### src/rtl/cache_ctrl_param_pkg.sv
// Shared definitions for the parametrised cache controller: FSM states and policy encodings.
package cache_ctrl_param_pkg;

    typedef enum logic [2:0] {
        ST_IDLE,
        ST_LOOKUP,
        ST_WB,
        ST_FILL,
        ST_WT
    } state_e;

    localparam bit POLICY_WB = 1'b0;
    localparam bit POLICY_WT = 1'b1;

endpackage

### src/rtl/cache_ctrl_param_way_array.sv
// One cache way: per-set valid/dirty/tag/data storage, combinational read, single write port.
module cache_ctrl_param_way_array #(
    parameter int SETS       = 4,
    parameter int IDX_W      = 2,
    parameter int TAG_W      = 6,
    parameter int DATA_WIDTH = 8
) (
    input  logic                  clk,
    input  logic                  rst,
    input  logic [IDX_W-1:0]      idx,
    output logic                  rd_valid,
    output logic                  rd_dirty,
    output logic [TAG_W-1:0]      rd_tag,
    output logic [DATA_WIDTH-1:0] rd_data,
    input  logic                  wr_en,
    input  logic [TAG_W-1:0]      wr_tag,
    input  logic [DATA_WIDTH-1:0] wr_data,
    input  logic                  wr_valid,
    input  logic                  wr_dirty
);

    logic [SETS-1:0]                 valid_q, valid_d, dirty_q, dirty_d;
    logic [SETS-1:0][TAG_W-1:0]      tag_q, tag_d;
    logic [SETS-1:0][DATA_WIDTH-1:0] data_q, data_d;

    always_comb begin
        valid_d = valid_q;
        dirty_d = dirty_q;
        tag_d   = tag_q;
        data_d  = data_q;
        if (wr_en) begin
            valid_d[idx] = wr_valid;
            dirty_d[idx] = wr_dirty;
            tag_d[idx]   = wr_tag;
            data_d[idx]  = wr_data;
        end
    end

    always_ff @(posedge clk or negedge rst) begin
        if (!rst) begin
            valid_q <= '0;
            dirty_q <= '0;
        end else begin
            valid_q <= valid_d;
            dirty_q <= dirty_d;
        end
    end

    // Tag and data contents are meaningless while valid is clear, so they carry no reset.
    always_ff @(posedge clk) begin
        tag_q  <= tag_d;
        data_q <= data_d;
    end

    assign rd_valid = valid_q[idx];
    assign rd_dirty = dirty_q[idx];
    assign rd_tag   = tag_q[idx];
    assign rd_data  = data_q[idx];

endmodule

### src/rtl/cache_ctrl_param.sv
// N-set, 1/2-way cache controller with LRU replacement and write-back or write-through policy.
module cache_ctrl_param
    import cache_ctrl_param_pkg::*;
#(
    parameter int ADDR_WIDTH    = 8,
    parameter int DATA_WIDTH    = 8,
    parameter int SETS          = 4,
    parameter int WAYS          = 2,
    parameter bit WRITE_THROUGH = 1'b0
) (
    input  logic                  clk,
    input  logic                  rst,
    input  logic [ADDR_WIDTH-1:0] address,
    input  logic                  start,
    input  logic [DATA_WIDTH-1:0] write_data,
    input  logic                  read_operation,
    output logic                  cache_busy,
    output logic [DATA_WIDTH-1:0] read_data,
    output logic                  read_valid,
    output logic                  hit,
    output logic                  mem_req,
    output logic                  mem_we,
    output logic [ADDR_WIDTH-1:0] mem_addr,
    output logic [DATA_WIDTH-1:0] mem_wdata,
    input  logic [DATA_WIDTH-1:0] mem_rdata,
    input  logic                  mem_ack
);

    localparam int IDX_W = $clog2(SETS);
    localparam int TAG_W = ADDR_WIDTH - IDX_W;
    localparam bit IS_WT = (WRITE_THROUGH == POLICY_WT);

    state_e                state_q, state_d;
    logic [ADDR_WIDTH-1:0] addr_q, addr_d, mem_addr_q, mem_addr_d;
    logic [DATA_WIDTH-1:0] wdata_q, wdata_d, read_data_q, read_data_d, mem_wdata_q, mem_wdata_d;
    logic                  rd_op_q, rd_op_d, busy_q, busy_d, read_valid_q, read_valid_d;
    logic                  hit_q, hit_d, mem_req_q, mem_req_d, mem_we_q, mem_we_d;
    logic                  was_hit_q, was_hit_d, victim_q, victim_d;
    logic [SETS-1:0]       lru_q, lru_d;

    logic [1:0]                 way_valid, way_dirty, way_we, hit_vec;
    logic [1:0][TAG_W-1:0]      way_tag;
    logic [1:0][DATA_WIDTH-1:0] way_data;
    logic [DATA_WIDTH-1:0]      wr_data;
    logic                       wr_dirty, hit_way, victim_c, go_wt;
    logic [IDX_W-1:0]           idx;
    logic [TAG_W-1:0]           tag;

    assign idx = addr_q[IDX_W-1:0];
    assign tag = addr_q[ADDR_WIDTH-1:IDX_W];

    // Way slot 1 is tied off as permanently invalid in a direct-mapped build.
    for (genvar w = 0; w < 2; w++) begin : g_way
        if (w < WAYS) begin : g_inst
            cache_ctrl_param_way_array #(
                .SETS(SETS), .IDX_W(IDX_W), .TAG_W(TAG_W), .DATA_WIDTH(DATA_WIDTH)
            ) u_way (
                .clk(clk), .rst(rst), .idx(idx),
                .rd_valid(way_valid[w]), .rd_dirty(way_dirty[w]),
                .rd_tag(way_tag[w]), .rd_data(way_data[w]),
                .wr_en(way_we[w]), .wr_tag(tag), .wr_data(wr_data),
                .wr_valid(1'b1), .wr_dirty(wr_dirty)
            );
        end else begin : g_tie
            assign way_valid[w] = 1'b0;
            assign way_dirty[w] = 1'b0;
            assign way_tag[w]   = '0;
            assign way_data[w]  = '0;
        end
        assign hit_vec[w] = way_valid[w] && (way_tag[w] == tag);
    end

    assign hit_way  = ~hit_vec[0];
    assign victim_c = (WAYS == 1)    ? 1'b0 :
                      !way_valid[0]  ? 1'b0 :
                      !way_valid[1]  ? 1'b1 : lru_q[idx];

    always_comb begin
        state_d      = state_q;
        addr_d       = addr_q;
        wdata_d      = wdata_q;
        rd_op_d      = rd_op_q;
        busy_d       = busy_q;
        read_data_d  = read_data_q;
        read_valid_d = 1'b0;
        hit_d        = hit_q;
        mem_req_d    = mem_req_q;
        mem_we_d     = mem_we_q;
        mem_addr_d   = mem_addr_q;
        mem_wdata_d  = mem_wdata_q;
        was_hit_d    = was_hit_q;
        victim_d     = victim_q;
        lru_d        = lru_q;
        way_we       = '0;
        wr_data      = wdata_q;
        wr_dirty     = 1'b0;
        go_wt        = 1'b0;
        case (state_q)
            ST_IDLE: begin
                if (start) begin
                    addr_d  = address;
                    wdata_d = write_data;
                    rd_op_d = read_operation;
                    busy_d  = 1'b1;
                    state_d = ST_LOOKUP;
                end
            end
            ST_LOOKUP: begin
                if (|hit_vec) begin
                    if (WAYS == 2) lru_d[idx] = ~hit_way;
                    if (rd_op_q) begin
                        read_data_d  = way_data[hit_way];
                        read_valid_d = 1'b1;
                        hit_d        = 1'b1;
                        busy_d       = 1'b0;
                        state_d      = ST_IDLE;
                    end else begin
                        way_we[hit_way] = 1'b1;
                        wr_dirty        = !IS_WT;
                        was_hit_d       = 1'b1;
                        if (IS_WT) begin
                            go_wt = 1'b1;
                        end else begin
                            hit_d   = 1'b1;
                            busy_d  = 1'b0;
                            state_d = ST_IDLE;
                        end
                    end
                end else begin
                    victim_d  = victim_c;
                    was_hit_d = 1'b0;
                    if (IS_WT && !rd_op_q) begin
                        go_wt = 1'b1;
                    end else if (!IS_WT && way_valid[victim_c] && way_dirty[victim_c]) begin
                        state_d     = ST_WB;
                        mem_req_d   = 1'b1;
                        mem_we_d    = 1'b1;
                        mem_addr_d  = {way_tag[victim_c], idx};
                        mem_wdata_d = way_data[victim_c];
                    end else begin
                        state_d    = ST_FILL;
                        mem_req_d  = 1'b1;
                        mem_we_d   = 1'b0;
                        mem_addr_d = addr_q;
                    end
                end
                if (go_wt) begin
                    state_d     = ST_WT;
                    mem_req_d   = 1'b1;
                    mem_we_d    = 1'b1;
                    mem_addr_d  = addr_q;
                    mem_wdata_d = wdata_q;
                end
            end
            ST_WB: begin
                if (mem_ack) begin
                    mem_req_d = 1'b0;
                    state_d   = ST_FILL;
                end
            end
            ST_FILL: begin
                // Arriving from WB the request is low for one cycle before the line read goes out.
                if (!mem_req_q) begin
                    mem_req_d  = 1'b1;
                    mem_we_d   = 1'b0;
                    mem_addr_d = addr_q;
                end else if (mem_ack) begin
                    way_we[victim_q] = 1'b1;
                    if (rd_op_q) begin
                        wr_data      = mem_rdata;
                        read_data_d  = mem_rdata;
                        read_valid_d = 1'b1;
                    end else begin
                        wr_dirty = 1'b1;
                    end
                    if (WAYS == 2) lru_d[idx] = ~victim_q;
                    mem_req_d = 1'b0;
                    hit_d     = 1'b0;
                    busy_d    = 1'b0;
                    state_d   = ST_IDLE;
                end
            end
            ST_WT: begin
                if (mem_ack) begin
                    mem_req_d = 1'b0;
                    hit_d     = was_hit_q;
                    busy_d    = 1'b0;
                    state_d   = ST_IDLE;
                end
            end
            default: state_d = ST_IDLE;
        endcase
    end

    always_ff @(posedge clk or negedge rst) begin
        if (!rst) begin
            state_q      <= ST_IDLE;
            addr_q       <= '0;
            wdata_q      <= '0;
            rd_op_q      <= 1'b0;
            busy_q       <= 1'b0;
            read_data_q  <= '0;
            read_valid_q <= 1'b0;
            hit_q        <= 1'b0;
            mem_req_q    <= 1'b0;
            mem_we_q     <= 1'b0;
            mem_addr_q   <= '0;
            mem_wdata_q  <= '0;
            was_hit_q    <= 1'b0;
            victim_q     <= 1'b0;
            lru_q        <= '0;
        end else begin
            state_q      <= state_d;
            addr_q       <= addr_d;
            wdata_q      <= wdata_d;
            rd_op_q      <= rd_op_d;
            busy_q       <= busy_d;
            read_data_q  <= read_data_d;
            read_valid_q <= read_valid_d;
            hit_q        <= hit_d;
            mem_req_q    <= mem_req_d;
            mem_we_q     <= mem_we_d;
            mem_addr_q   <= mem_addr_d;
            mem_wdata_q  <= mem_wdata_d;
            was_hit_q    <= was_hit_d;
            victim_q     <= victim_d;
            lru_q        <= lru_d;
        end
    end

    assign cache_busy = busy_q;
    assign read_data  = read_data_q;
    assign read_valid = read_valid_q;
    assign hit        = hit_q;
    assign mem_req    = mem_req_q;
    assign mem_we     = mem_we_q;
    assign mem_addr   = mem_addr_q;
    assign mem_wdata  = mem_wdata_q;

endmodule
### config.mk
export PLATFORM = sky130hd
export DESIGN_NAME = cache_ctrl_param
export DESIGN_NICKNAME = d
export VERILOG_FILES = /design/src/rtl/cache_ctrl_param_pkg.sv /design/src/rtl/cache_ctrl_param_way_array.sv /design/src/rtl/cache_ctrl_param.sv
export SDC_FILE = /design/constraint.sdc
export NUM_CORES = 1
export LEC_CHECK = 0
export ABC_AREA = 1
export CORE_ASPECT_RATIO = 2
export CORE_UTILIZATION = 45
export DETAILED_ROUTE_END_ITERATION = 8
export PLACE_DENSITY = 0.61
export REMOVE_ABC_BUFFERS = 1
export SYNTH_ARGS = -nofsm -noshare
export SYNTH_HDL_FRONTEND = slang
export SYNTH_HIERARCHICAL = 1
export SYNTH_SLANG_ARGS = --single-unit
export TNS_END_PERCENT = 5
### constraint.sdc
create_clock -name clk -period 7.6 [get_ports clk]
set_input_delay 0.76 -clock clk [delete_from_list [all_inputs] [get_ports clk]]
set_output_delay 0.76 -clock clk [all_outputs]
set_load 0.02 [all_outputs]
# After elaboration in Yosys (flattened, before gate mapping)
# Index checks and enable logic that the tools add are counted.
# totals
reg_bits	183
out_inout_bits	29
word_cells	197
# classes
magnitude_cmp	7
n_eq_ne	18
muxes	108
bitwise	5
reduce_logical	24
# ops
op	n
$mux W8	19
$bwmux W32	2
$bwmux W24	2
$mux W1	39
$bmux W8 S2	2
$pmux W8 S2	2
$mux W6	5
$bmux W6 S2	2
$ne A2 B2 Y1 const B	11
$bwmux W4	4
$demux W8 S2	1
$pmux W3 S5	1
$demux W6 S2	1
$eq A6 B6 Y1	2
$mux W3	4
$mux W4	3
$reduce_and A3 Y1	4
$bmux W1 S2	5
$mux W2	5
$or A4 B4 Y4	2
$pmux W4 S2	1
$reduce_and A4 Y1	2
$eq A3 B2 Y1 const B	2
$logic_and A1 B1 Y1	6
other kinds (22)	35

# Depth between registers and ports, before layout
# logic_depth
word_depth	12
depth_mapped	22
depth_no_buf	19

# Modules after synthesis
# The synthesis kept the hierarchy.
# by_module_without_submodules
mod	instances	cells_per_inst	area_each_um2
cache_ctrl_param_way_array	2	256	2688.8
cache_ctrl_param	1	445	3183.1

# Worst setup path before layout
# Ideal clock, no wire load.
# synth_path
path_type	reg-to-reg
startpoint	reg addr_q[0]
endpoint	reg g_way[0].g_inst.u_way/data_q[10] in the netlist's numbering, enable pin
setup_ns	0.354
arrival_ns	2.447
required_ns	7.246
slack_ns	4.799
path_stages_with_launch	20
n_path_buf	4
path_cell_list	dfrtp_1 buf_6 inv_4 buf_6 nand2_1 nand2_1 nand2_1 nand2_1 inv_1 nand2_1 nand2_1 nor2_1 nand2_1 nor2_1 buf_2 nand3_1 o21ai_0 buf_2 nand3_1 inv_1
# synth_rtl
item	line_no	rtl
from (decl)	cache_ctrl_param.sv:34	logic [ADDR_WIDTH-1:0] addr_q, addr_d, mem_addr_q, mem_addr_d;
from (signal assigned)	cache_ctrl_param.sv:214	addr_q <= addr_d;
to (signal assigned)	cache_ctrl_param_way_array.sv:52	data_q <= data_d;
to (decl)	cache_ctrl_param_way_array.sv:24	logic [SETS-1:0][DATA_WIDTH-1:0] data_q, data_d;

==> results.cfg <==
[run]
max_cap_violations = 0

[final_layout]
stdcell_area_mm2 = 0.00981
final_cell_mix = 506 x nand2_1, 112 x edfxtp_1, 67 x dfrtp_1
syn2layout_area_growth_pct = 14.6
fin_util_pct = 52.4
drive_above_1_share_pct = 8.79
final_cells = 1279
diodes = 0
final_common_cell = nand2_1
nFillCells = 1719
nets = 1040

[setup_path]
cp-start-kind = flip-flop
crit_arrival_ps = 4210
endpoint_kind = flip-flop
max_stage_delay_ps = 600
cp_max_fo = 49
cp_cell_sequence = buf_4, inv_2, nand2_1, nand2_1, nand2_1, nand3_1, nor3_1, nand2_1, nand2_2, nand4_1, o21ai_0, nand3_2, inv_1
critPathSlowestCell = inv_1
path_class = flip-flop to flip-flop
ff2ff_path_depth = 13
critPathRequiredTime_ps = 7650
cpMostUsedCell = nand2_1

[clocking]
clkSlewWorstSetupHoldPaths_ps = 70
cts_tree = yes
cts_sinks = 181
h-tree-depth = 4
cts_setup_buffers = 0
cts_buffers = 17
clockBufferDepth = 2
cts_hold_buffers = 0
postCtsResizedCells = 0
clock-root-buffer = clkbuf_16
worstSkewPairLatency_ps = 430

[synth]
synthSimpleGateAreaFrac_pct = 29.8
synth-adder-area-share_pct = 0
ys_seq_elements = 181
synth_compound_area_share_pct = 2.19
synthMuxAreaShare_pct = 2.15
syn_area_mm2 = 0.00856
yosys.area_share.xor_xnor_pct = 0.307
synth_sequential_area_ratio_pct = 59.5
avgSynthCellArea_um2 = 8.95
synthCells = 957
yosys_warnings = 6
synth_top_family_by_area = simple AND/OR/NAND/NOR gates
yosysUniqueCellTypes = 33

[placement]
pre_cts_slack_ps = 3490
io_buffers = 57
post_dp_cell_area_mm2 = 0.00924
dp_hpwl_um = 14300
routabilityCongestion = 0.848
dp_cells = 1247

[pwr]
finalPower_mw = 3.91
power.density_mw_per_mm2 = 398
p_sw_mw = 1.59
swShare_pct = 40.8
peakVddDrop_mv = 0.181
power_frac_seq_pct = 38.1
comb_power_share_pct = 40.0
pwr-share-clk_pct = 21.9
p_int_mw = 2.31
p_leak_nw = 4.56

[grt]
antenna_found_initial = 0
grt_max_degree = 70
globalRouteOverflowTotal = 0
first_global_vias = 6408
grt_usage_pct = 23.7
grt_pass1_wl_um = 33900

[timing]
fmax_ghz = 0.240
final.setup.tns_ps = 0
drv_slew = 0
whs_ps = 469
rsz0062_at_grt = false
slew_headroom_pct = 19.4
timing.final.ws_setup_ps = 3440
fin_crit_sh_pct = 54.7
period_minus_slack_ps = 4160
finalHoldViolCount = 0
setup_viol = 0
worst_pin_slew_ps = 1200
finalClockSkew_ps = 11.0

[drt]
avgViaCountPerCell = 4.97
drcViolationCount = 0
wl_per_cell_um = 16.9
drt_iter0_drc = 270
firstDrtPassIters = 5
vias = 6353
antenna_left = 0
totalWireLength_um = 21700

[min_path]
min_path_cells = 2
worstHoldPathType = flip-flop to flip-flop

[run_status]
status = completed

[floorplan]
core_mm2 = 0.0187
die-width_um = 99.5
rows = 71
start_util_pct = 45.7
die_y_um = 197
io_pins = 58
dieArea_mm2 = 0.0196
## power groups by stage
stage	Sequential, mW	Combinational, mW	Clock (mW)
2_1_floorplan	1.59	0.903	0
3_3_place_gp	1.51	1.57	0
3_5_place_dp	1.51	1.57	0
4_1_cts	1.49	1.57	0.873
5_1_grt	1.51	1.75	0.907
6_report	1.49	1.56	0.857
## cell families after synthesis
family,count (synthesis)
AO/OA/AOI/OAI,37
XOR/XNOR,3
buffers and inverters,96
flip-flops,181
multiplexers,16
other,1
AND/OR/NAND/NOR,623
## layout make-up
type | count | area, um2 | share of cell area [%]
inverters | 61 | 234 | 2.38
multi-input cells | 687 | 2980 | 30.4
clock inverters | 11 | 115 | 1.17
well taps | 255 | 319 | 3.25
clock buffers | 21 | 460 | 4.69
repair buffers | 63 | 613 | 6.25
flip-flops and latches | 181 | 5090 | 51.9
## cells in the mapped netlist, drive strengths merged
cell type  count  area [um2]
nand3         70         405
xnor2          2        17.5
nand4          4        25.0
conb           1        3.75
mux2          16         184
xor2           1        8.76
dfrtp         69        1730
clkbuf         1        3.75
a21oi         12        60.1
o21ai         24         120
edfxtp       112        3360
and3           1        6.26
nor2          33         160
nand2        513        1940
nor3           1        5.00
buf           34         279
nand3b         1        7.51
inv           60         230
clkinv         1        3.75
o211ai         1        7.51
## per-layer routing
layer	up-vias	track usage [%]	wire length, um
met5	-	0	0
met4	0	13.5	935
met3	60	3.72	656
met2	150	45.1	12200
met1	2988	24.0	7860
li1	3155	-	-
## worst paths after layout
| path | from | to | slack [ps] |
|---|---|---|---|
| max reg2reg | addr_q[1]$_DFFE_PN0P_ | g_way[1].g_inst.u_way/tag_q[18]$_DFFE_PP_ | 3440 |
| min reg2reg | mem_we$_DFFE_PN0P_ | mem_we$_DFFE_PN0P_ | 470 |
| min | mem_we$_DFFE_PN0P_ | mem_we$_DFFE_PN0P_ | 470 |
| min in group asynchronous | rst | lru_q[3]$_DFFE_PN0P_ | 480 |
| max in group asynchronous | rst | addr_q[1]$_DFFE_PN0P_ | 6470 |
| max | addr_q[1]$_DFFE_PN0P_ | g_way[1].g_inst.u_way/tag_q[18]$_DFFE_PP_ | 3440 |
## critical path, delay by kind of cell, from the launching register on
family	cells	cell delay [ps]
AOI/OAI and AO/OA	1	470
and+or+nand+nor	9	1460
DFF	1	340
buffers and inverters	3	1480
## flip-flops by register name, indices dropped and copies added (netlist names)
register                    cells
state_q                         2
mem_wdata                       8
read_valid                      1
rd_op_q                         1
g_way.g_inst.u_way/valid_q      8
mem_addr                        8
g_way.g_inst.u_way/tag_q       48
hit                             1
addr_q                          8
g_way.g_inst.u_way/data_q      64
wdata_q                         8
cache_busy                      1
read_data                       8
victim_q                        1
lru_q                           4
g_way.g_inst.u_way/dirty_q      8
mem_req                         1
mem_we                          1
Power figures use the tool's default switching activity.
